$ cat config.mk
export PLATFORM = sky130hd
export DESIGN_NAME = phy_link_mgr_flat
export DESIGN_NICKNAME = d
export VERILOG_FILES = /design/src/rtl/phy_link_mgr_if.sv /design/src/rtl/phy_link_mgr.sv /design/src/flat_wrapper.sv
export SDC_FILE = /design/constraint.sdc
export NUM_CORES = 1
export LEC_CHECK = 0
export ABC_AREA = 1
export CORE_UTILIZATION = 45
export DETAILED_ROUTE_END_ITERATION = 16
export GPL_TIMING_DRIVEN = 0
export HOLD_SLACK_MARGIN = 0.05
export PLACE_DENSITY = 0.68
export SLEW_MARGIN = 20
export SYNTH_ARGS = -nofsm -noshare
export SYNTH_HDL_FRONTEND = slang
export SYNTH_SLANG_ARGS = --single-unit
$ cat constraint.sdc
create_clock -name clk -period 4.7 [get_ports clk]
set_input_delay 0.94 -clock clk [delete_from_list [all_inputs] [get_ports clk]]
set_output_delay 0.94 -clock clk [all_outputs]
set_load 0.05 [all_outputs]
$ cat src/rtl/phy_link_mgr_if.sv
// MDIO driver command port and link-status publish signals for phy_link_mgr.
// master = sequencer side, slave = driver / datapath side.
interface phy_link_mgr_if;
    localparam int unsigned ADDR_W = 5;
    localparam int unsigned DATA_W = 16;

    logic              soft_rst_req;
    logic              op_exec;
    logic              op_rh_wl;
    logic [ADDR_W-1:0] op_addr;
    logic [DATA_W-1:0] op_wr_data;
    logic              op_done;
    logic [DATA_W-1:0] op_rd_data;
    logic              op_rd_ack;
    logic              init_done;
    logic              init_err;
    logic              link_up;
    logic [1:0]        speed;
    logic              full_duplex;

    modport master (
        input  soft_rst_req, op_done, op_rd_data, op_rd_ack,
        output op_exec, op_rh_wl, op_addr, op_wr_data,
        output init_done, init_err, link_up, speed, full_duplex
    );

    modport slave (
        output soft_rst_req, op_done, op_rd_data, op_rd_ack,
        input  op_exec, op_rh_wl, op_addr, op_wr_data,
        input  init_done, init_err, link_up, speed, full_duplex
    );
endinterface

$ cat src/rtl/phy_link_mgr.sv
// PHY bring-up and link-status poller sitting in front of the MDIO driver.
// Soft-resets the PHY, then polls BMSR/PHYSR and publishes link, speed, duplex.
module phy_link_mgr #(
    parameter logic [15:0] PWRUP_CYCLES = 16'd50000,
    parameter logic [23:0] POLL_CYCLES  = 24'd500000,
    parameter logic [9:0]  OP_TIMEOUT   = 10'd512,
    parameter logic [7:0]  RST_POLL_MAX = 8'd64
) (
    input  logic           clk,
    input  logic           rst,
    phy_link_mgr_if.master bus
);
    localparam int unsigned CNT_W  = 24;
    localparam int unsigned ADDR_W = 5;
    localparam int unsigned DATA_W = 16;
    localparam int unsigned POLL_W = 8;

    localparam logic [ADDR_W-1:0] REG_BMCR      = 5'd0;
    localparam logic [ADDR_W-1:0] REG_BMSR      = 5'd1;
    localparam logic [ADDR_W-1:0] REG_PHYSR     = 5'd17;
    localparam logic [DATA_W-1:0] BMCR_SOFT_RST = 16'h9140;

    typedef enum logic [3:0] {
        S_PWRUP,
        S_SRST_WR_ISSUE,
        S_SRST_WR_WAIT,
        S_SRST_RD_ISSUE,
        S_SRST_RD_WAIT,
        S_POLL_WAIT,
        S_BMSR_ISSUE,
        S_BMSR_WAIT,
        S_PHYSR_ISSUE,
        S_PHYSR_WAIT,
        S_HALT
    } state_t;

    state_t              state, state_nxt;
    logic [CNT_W-1:0]    cnt, cnt_nxt;
    logic [POLL_W-1:0]   rst_polls, rst_polls_nxt;
    logic                rst_pend, rst_pend_nxt;

    logic                op_exec_q, op_exec_nxt;
    logic                op_rh_wl_q, op_rh_wl_nxt;
    logic [ADDR_W-1:0]   op_addr_q, op_addr_nxt;
    logic [DATA_W-1:0]   op_wr_data_q, op_wr_data_nxt;
    logic                init_done_q, init_done_nxt;
    logic                init_err_q, init_err_nxt;
    logic                link_up_q, link_up_nxt;
    logic [1:0]          speed_q, speed_nxt;
    logic                full_duplex_q, full_duplex_nxt;

    logic                waiting;
    logic                in_op;
    logic                op_timeout;
    logic                op_end;
    logic                rd_ok;
    logic                restart;

    // State and output registers
    always_ff @(posedge clk or posedge rst) begin
        if (rst) begin
            state         <= S_PWRUP;
            cnt           <= '0;
            rst_polls     <= '0;
            rst_pend      <= 1'b0;
            op_exec_q     <= 1'b0;
            op_rh_wl_q    <= 1'b1;
            op_addr_q     <= '0;
            op_wr_data_q  <= '0;
            init_done_q   <= 1'b0;
            init_err_q    <= 1'b0;
            link_up_q     <= 1'b0;
            speed_q       <= 2'b00;
            full_duplex_q <= 1'b0;
        end else begin
            state         <= state_nxt;
            cnt           <= cnt_nxt;
            rst_polls     <= rst_polls_nxt;
            rst_pend      <= rst_pend_nxt;
            op_exec_q     <= op_exec_nxt;
            op_rh_wl_q    <= op_rh_wl_nxt;
            op_addr_q     <= op_addr_nxt;
            op_wr_data_q  <= op_wr_data_nxt;
            init_done_q   <= init_done_nxt;
            init_err_q    <= init_err_nxt;
            link_up_q     <= link_up_nxt;
            speed_q       <= speed_nxt;
            full_duplex_q <= full_duplex_nxt;
        end
    end

    // Next-state and output logic
    always_comb begin
        state_nxt       = state;
        cnt_nxt         = cnt + CNT_W'(1);
        rst_polls_nxt   = rst_polls;
        rst_pend_nxt    = rst_pend;
        op_exec_nxt     = 1'b0;
        op_rh_wl_nxt    = op_rh_wl_q;
        op_addr_nxt     = op_addr_q;
        op_wr_data_nxt  = op_wr_data_q;
        init_done_nxt   = init_done_q;
        init_err_nxt    = init_err_q;
        link_up_nxt     = link_up_q;
        speed_nxt       = speed_q;
        full_duplex_nxt = full_duplex_q;

        waiting    = state inside {S_SRST_WR_WAIT, S_SRST_RD_WAIT, S_BMSR_WAIT, S_PHYSR_WAIT};
        in_op      = waiting || (state inside {S_SRST_WR_ISSUE, S_SRST_RD_ISSUE,
                                               S_BMSR_ISSUE, S_PHYSR_ISSUE});
        // cnt is 1 in the op_exec cycle, so WAIT lasts at most OP_TIMEOUT cycles
        op_timeout = waiting && !bus.op_done && (cnt == CNT_W'(OP_TIMEOUT));
        op_end     = waiting && (bus.op_done || op_timeout);
        rd_ok      = bus.op_done && !bus.op_rd_ack;

        case (state)
            S_PWRUP: begin
                if (cnt + CNT_W'(1) >= CNT_W'(PWRUP_CYCLES)) begin
                    state_nxt = S_SRST_WR_ISSUE;
                    cnt_nxt   = '0;
                end
            end
            S_SRST_WR_ISSUE: begin
                op_exec_nxt    = 1'b1;
                op_rh_wl_nxt   = 1'b0;
                op_addr_nxt    = REG_BMCR;
                op_wr_data_nxt = BMCR_SOFT_RST;
                state_nxt      = S_SRST_WR_WAIT;
                cnt_nxt        = CNT_W'(1);
            end
            S_SRST_WR_WAIT: begin
                if (op_end) begin
                    cnt_nxt = '0;
                    if (op_timeout) begin
                        init_err_nxt = 1'b1;
                        state_nxt    = S_HALT;
                    end else begin
                        state_nxt = S_SRST_RD_ISSUE;
                    end
                end
            end
            S_SRST_RD_ISSUE: begin
                op_exec_nxt    = 1'b1;
                op_rh_wl_nxt   = 1'b1;
                op_addr_nxt    = REG_BMCR;
                op_wr_data_nxt = '0;
                state_nxt      = S_SRST_RD_WAIT;
                cnt_nxt        = CNT_W'(1);
            end
            S_SRST_RD_WAIT: begin
                if (op_end) begin
                    cnt_nxt = '0;
                    if (op_timeout) begin
                        init_err_nxt = 1'b1;
                        state_nxt    = S_HALT;
                    end else if (rd_ok && !bus.op_rd_data[15]) begin
                        init_done_nxt = 1'b1;
                        state_nxt     = S_POLL_WAIT;
                    end else if (rst_polls + POLL_W'(1) == RST_POLL_MAX) begin
                        init_err_nxt = 1'b1;
                        state_nxt    = S_HALT;
                    end else begin
                        rst_polls_nxt = rst_polls + POLL_W'(1);
                        state_nxt     = S_SRST_RD_ISSUE;
                    end
                end
            end
            S_POLL_WAIT: begin
                if (cnt + CNT_W'(1) >= POLL_CYCLES) begin
                    state_nxt = S_BMSR_ISSUE;
                    cnt_nxt   = '0;
                end
            end
            S_BMSR_ISSUE: begin
                op_exec_nxt    = 1'b1;
                op_rh_wl_nxt   = 1'b1;
                op_addr_nxt    = REG_BMSR;
                op_wr_data_nxt = '0;
                state_nxt      = S_BMSR_WAIT;
                cnt_nxt        = CNT_W'(1);
            end
            S_BMSR_WAIT: begin
                if (op_end) begin
                    cnt_nxt = '0;
                    // Link status and AN complete both required before reading PHYSR
                    if (rd_ok && bus.op_rd_data[2] && bus.op_rd_data[5]) begin
                        state_nxt = S_PHYSR_ISSUE;
                    end else begin
                        link_up_nxt     = 1'b0;
                        speed_nxt       = 2'b00;
                        full_duplex_nxt = 1'b0;
                        state_nxt       = S_POLL_WAIT;
                    end
                end
            end
            S_PHYSR_ISSUE: begin
                op_exec_nxt    = 1'b1;
                op_rh_wl_nxt   = 1'b1;
                op_addr_nxt    = REG_PHYSR;
                op_wr_data_nxt = '0;
                state_nxt      = S_PHYSR_WAIT;
                cnt_nxt        = CNT_W'(1);
            end
            S_PHYSR_WAIT: begin
                if (op_end) begin
                    cnt_nxt   = '0;
                    state_nxt = S_POLL_WAIT;
                    if (rd_ok && bus.op_rd_data[11]) begin
                        link_up_nxt     = 1'b1;
                        speed_nxt       = bus.op_rd_data[15:14];
                        full_duplex_nxt = bus.op_rd_data[13];
                    end else begin
                        link_up_nxt     = 1'b0;
                        speed_nxt       = 2'b00;
                        full_duplex_nxt = 1'b0;
                    end
                end
            end
            S_HALT: begin
                cnt_nxt = '0;
            end
            default: begin
                state_nxt = S_PWRUP;
                cnt_nxt   = '0;
            end
        endcase

        // A request during a driver transaction waits for it to end; repeats merge
        if (in_op && bus.soft_rst_req) begin
            rst_pend_nxt = 1'b1;
        end
        restart = (!in_op && bus.soft_rst_req) || (op_end && (rst_pend || bus.soft_rst_req));
        if (restart) begin
            state_nxt       = S_SRST_WR_ISSUE;
            cnt_nxt         = '0;
            rst_polls_nxt   = '0;
            rst_pend_nxt    = 1'b0;
            init_done_nxt   = 1'b0;
            init_err_nxt    = 1'b0;
            link_up_nxt     = 1'b0;
            speed_nxt       = 2'b00;
            full_duplex_nxt = 1'b0;
        end
    end

    assign bus.op_exec     = op_exec_q;
    assign bus.op_rh_wl    = op_rh_wl_q;
    assign bus.op_addr     = op_addr_q;
    assign bus.op_wr_data  = op_wr_data_q;
    assign bus.init_done   = init_done_q;
    assign bus.init_err    = init_err_q;
    assign bus.link_up     = link_up_q;
    assign bus.speed       = speed_q;
    assign bus.full_duplex = full_duplex_q;
endmodule
$ cat src/flat_wrapper.sv
// flat-port wrapper written by rule: the top's interface ports become plain ports
module phy_link_mgr_flat 
#(
    parameter logic [15:0] PWRUP_CYCLES = 16'd50000,
    parameter logic [23:0] POLL_CYCLES  = 24'd500000,
    parameter logic [9:0]  OP_TIMEOUT   = 10'd512,
    parameter logic [7:0]  RST_POLL_MAX = 8'd64
)
  (clk, rst, bus_soft_rst_req, bus_op_done, bus_op_rd_data, bus_op_rd_ack, bus_op_exec, bus_op_rh_wl, bus_op_addr, bus_op_wr_data, bus_init_done, bus_init_err, bus_link_up, bus_speed, bus_full_duplex);
  phy_link_mgr_if bus_i ();
  input  logic clk;
  input  logic rst;
  input wire logic [$bits(bus_i.soft_rst_req)-1:0] bus_soft_rst_req;
  input wire logic [$bits(bus_i.op_done)-1:0] bus_op_done;
  input wire logic [$bits(bus_i.op_rd_data)-1:0] bus_op_rd_data;
  input wire logic [$bits(bus_i.op_rd_ack)-1:0] bus_op_rd_ack;
  output wire logic [$bits(bus_i.op_exec)-1:0] bus_op_exec;
  output wire logic [$bits(bus_i.op_rh_wl)-1:0] bus_op_rh_wl;
  output wire logic [$bits(bus_i.op_addr)-1:0] bus_op_addr;
  output wire logic [$bits(bus_i.op_wr_data)-1:0] bus_op_wr_data;
  output wire logic [$bits(bus_i.init_done)-1:0] bus_init_done;
  output wire logic [$bits(bus_i.init_err)-1:0] bus_init_err;
  output wire logic [$bits(bus_i.link_up)-1:0] bus_link_up;
  output wire logic [$bits(bus_i.speed)-1:0] bus_speed;
  output wire logic [$bits(bus_i.full_duplex)-1:0] bus_full_duplex;
  assign bus_i.soft_rst_req = bus_soft_rst_req;
  assign bus_i.op_done = bus_op_done;
  assign bus_i.op_rd_data = bus_op_rd_data;
  assign bus_i.op_rd_ack = bus_op_rd_ack;
  assign bus_op_exec = bus_i.op_exec;
  assign bus_op_rh_wl = bus_i.op_rh_wl;
  assign bus_op_addr = bus_i.op_addr;
  assign bus_op_wr_data = bus_i.op_wr_data;
  assign bus_init_done = bus_i.init_done;
  assign bus_init_err = bus_i.init_err;
  assign bus_link_up = bus_i.link_up;
  assign bus_speed = bus_i.speed;
  assign bus_full_duplex = bus_i.full_duplex;
  phy_link_mgr #(.PWRUP_CYCLES(PWRUP_CYCLES), .POLL_CYCLES(POLL_CYCLES), .OP_TIMEOUT(OP_TIMEOUT), .RST_POLL_MAX(RST_POLL_MAX)) u_core (.clk(clk), .rst(rst), .bus(bus_i));
endmodule
==> run summary <==
Post-CTS setup buffer count = 0
Drt total wl = 7630 µm
Area delta synth->final = 15.8%
Worst IR Drop VDD = 283 µV
Die X = 90.1 µm
Total GRT Usage = 0.204
Setup CP Type = primary input to flip-flop
Synth area leader = dfrtp_1
Non-Filler Instances = 620
Sequential element share of the synthesized area = 0.344
Top post-synthesis cells by area = dfrtp_1 (34%), nand2_1 (14%), nand3_1 (6.0%)
DR vias = 3,008
Antenna Cells = 0
Dpl hpwl = 6100 µm
Switch share = 0.460
Worst Skew = 0.00543 ns
Endpoints failing setup = 0
CTS root buf = clkbuf_8
Leakage power = 1.98 nW
Total gr overflow = 0
Slew HR = 0.660
Die area = 8130 µm²
Crit path DAT = 2.93 ns
Syn Inst Count = 474
CP Capture Type = flip-flop
# IOs = 50
Synth top area share = 0.336
Chip Height = 90.1 µm
Critical path required time = 4.95 ns
Fraction of layout cells with a size suffix above 1 = 0.184
Post-Synth Simple-Gate Area = 0.439
Worst-path fanout max = 10
Avg Vias per Cell = 4.85
Fin. max-slew vios = 0
Worst-Margin Slew = 0.508 ns
Final min period = 2.68 ns
CTS sink cnt = 48
Syn. warnings = 0
Post-synthesis mux area share = 0
Status = finished clean
Synth Area in Compound Gates = 0.0501
Placed Cells = 612
Post-DP Area = 3930 µm²
Adder-cell share of the synthesized area = 0.0143
Post-CTS sizing = 0
# port buffers = 24
Flop pwr share = 0.299
XOR/XNOR Fraction of Synth Area = 0.0326
Achievable clock frequency = 373 MHz
First-pass iteration count of the detailed router = 5
CTS tree = done
Number of global-route vias before repair = 2,978
Largest family of logic cells by synthesized area = simple AND/OR/NAND/NOR gates
Mapped Area = 3500 µm²
Wire per inst = 12.3 µm
Core box area = 7370 µm²
Internal power = 0.000908 W
Largest net degree at the start of global routing = 31
Setup Total Neg Slack = 0 ns
CTS buffer count = 5
# nets final = 545
Initial antenna violation count = 0
Tcrit/Tclk final = 0.570
Distinct cells, synth = 37
Routability congestion estimate from global placement = 0.938
RSZ-0062 raised after global routing = false
Post-Syn Area per Cell = 7.38 µm²
Clk Latency, worst-skew pair = 0.31 ns
Combinational fraction of design power = 0.513
Starting DRC count in detailed routing = 99
Max-Cap Viols = 0
Final Cell Area = 4050 µm²
CTS Buffer Depth = 2
Worst setup SP type = primary input
Clock power share = 0.188
Clock-pin slew on the worst setup and hold paths = 0.10 ns
Hold-fix buffers, CTS = 0
Number of synthesized register bits = 48
Initial core utilization = 0.474
DRC Markers = 0
Fin. Hold Viols = 0
Cell Rows = 31
Worst min path class = flip-flop to flip-flop
PwrDens = 415 nW/µm²
H-tree Lvls = 2
First-pass GRT wire length = 13,500 µm
Sw power = 0.000773 W
Antenna Nets Post-Route = 0
## power by group through the flow
stage	registers, W	logic, W	clock network [W]
2_1_floorplan	0.000572	0.000613	0
3_3_place_gp	0.000509	0.000859	0
3_5_place_dp	0.000511	0.000866	0
4_1_cts	0.000503	0.000871	0.000326
5_1_grt	0.000511	0.000940	0.000341
6_report	0.000503	0.000861	0.000316
## critical path, stage by stage
cell and delay (ns):
clkdlybuf4s50_1 0.50, inv_1 0.08, nand3_1 0.08, nor2_1 0.05
nand4_2 0.15, nand2_1 0.10, inv_2 0.08, nand2_2 0.06
o21ai_2 0.13, inv_2 0.14, nor2_2 0.24, nand2_4 0.12
buf_12 0.17, nor2_2 0.08
## through the flow
stage	utilization	power (W)	hold WS, ns	setup WS (ns)
2_1_floorplan	-	0.00118	0.471	2.51
3_3_place_gp	0.531	0.00137	0.453	1.64
3_5_place_dp	0.534	0.00138	0.461	1.71
4_1_cts	0.549	0.00170	0.475	2.04
5_1_grt	0.549	0.00179	0.484	1.86
6_report	0.549	0.00168	0.474	2.02
## layout make-up
class	count	area, µm²
plain buffers	22	186
clock buffers	5	68.8
clock inverters	3	46.3
fillers	722	3320
inverters	61	229
multi-input cells	357	1930
flip-flops and latches	48	1200
well taps	99	124
repair buffers	25	260
## cell usage in the layout (no fill, tap or decap), types with 2 or more instances in the layout
cell type and instances:
nand2_1 128, inv_1 54, nor2_1 52, dfrtp_1 47, nand3_1 42, clkdlybuf4s50_1 24
buf_4 19, nor2_2 16, nand4_1 16, nor2_4 16, conb_1 15, nand2_2 9
o21ai_0 9, inv_2 7, a21oi_1 7, xor2_1 6, nor3_1 5, nand2_4 5
clkbuf_8 5, ha_1 4, nor2_8 3, nand3_2 3, o21bai_1 3, buf_12 3
o22ai_1 3, nand4_2 2, xnor2_1 2, a211oi_1 2
## cell families after synthesis
group | Yosys count
simple gates | 299
flops | 48
compound gates | 29
xor+xnor | 10
buf+inv | 83
fa+ha+maj | 4
other cells | 1
## synthesized netlist by cell type (all sizes together)
cell type	number
nand2	142
o22ai	3
a211oi	2
nand3	45
clkbuf	1
inv	61
o221ai	1
ha	4
nor3	6
o32ai	1
buf	21
conb	1
and3	1
o21ai	11
a21oi	7
nand4	18
nor2	87
o31ai	1
xor2	8
o21bai	3
dfrtp	47
dfstp	1
xnor2	2
## metal layers
metal / share of wire / routed length (µm) / GRT usage
met1: 0.46 / 3510 / 0.252
met2: 0.50 / 3800 / 0.370
met3: 0.030 / 226 / 0.0321
met4: 0.012 / 93 / 0.0511
met5: 0 / 0 / 0
## registers in the layout (all words and copies together), names as in the netlist, 2 cells and up
signal and flops:
u_core.bus.op_addr 2, u_core.rst_polls 8, u_core.state 4, u_core.cnt 24, u_core.bus.speed 2
## final timing paths
path	from	endpoint	slack (ns)	depth (start not counted)
worst max-delay path	bus_op_done	u_core.cnt[9]$_DFF_PP0_	2.02	14
worst max register to register	u_core.cnt[1]$_DFF_PP0_	u_core.cnt[9]$_DFF_PP0_	2.31	16
worst min-delay path	u_core.bus.op_rh_wl$_DFFE_PP1P_	u_core.bus.op_rh_wl$_DFFE_PP1P_	0.47	2
min in group asynchronous	rst	u_core.cnt[4]$_DFF_PP0_	0.94	2
worst min register to register	u_core.bus.op_rh_wl$_DFFE_PP1P_	u_core.bus.op_rh_wl$_DFFE_PP1P_	0.47	2
max in group asynchronous	rst	u_core.bus.op_rh_wl$_DFFE_PP1P_	3.19	3
No activity file was read; power rests on OpenSTA's default activity.
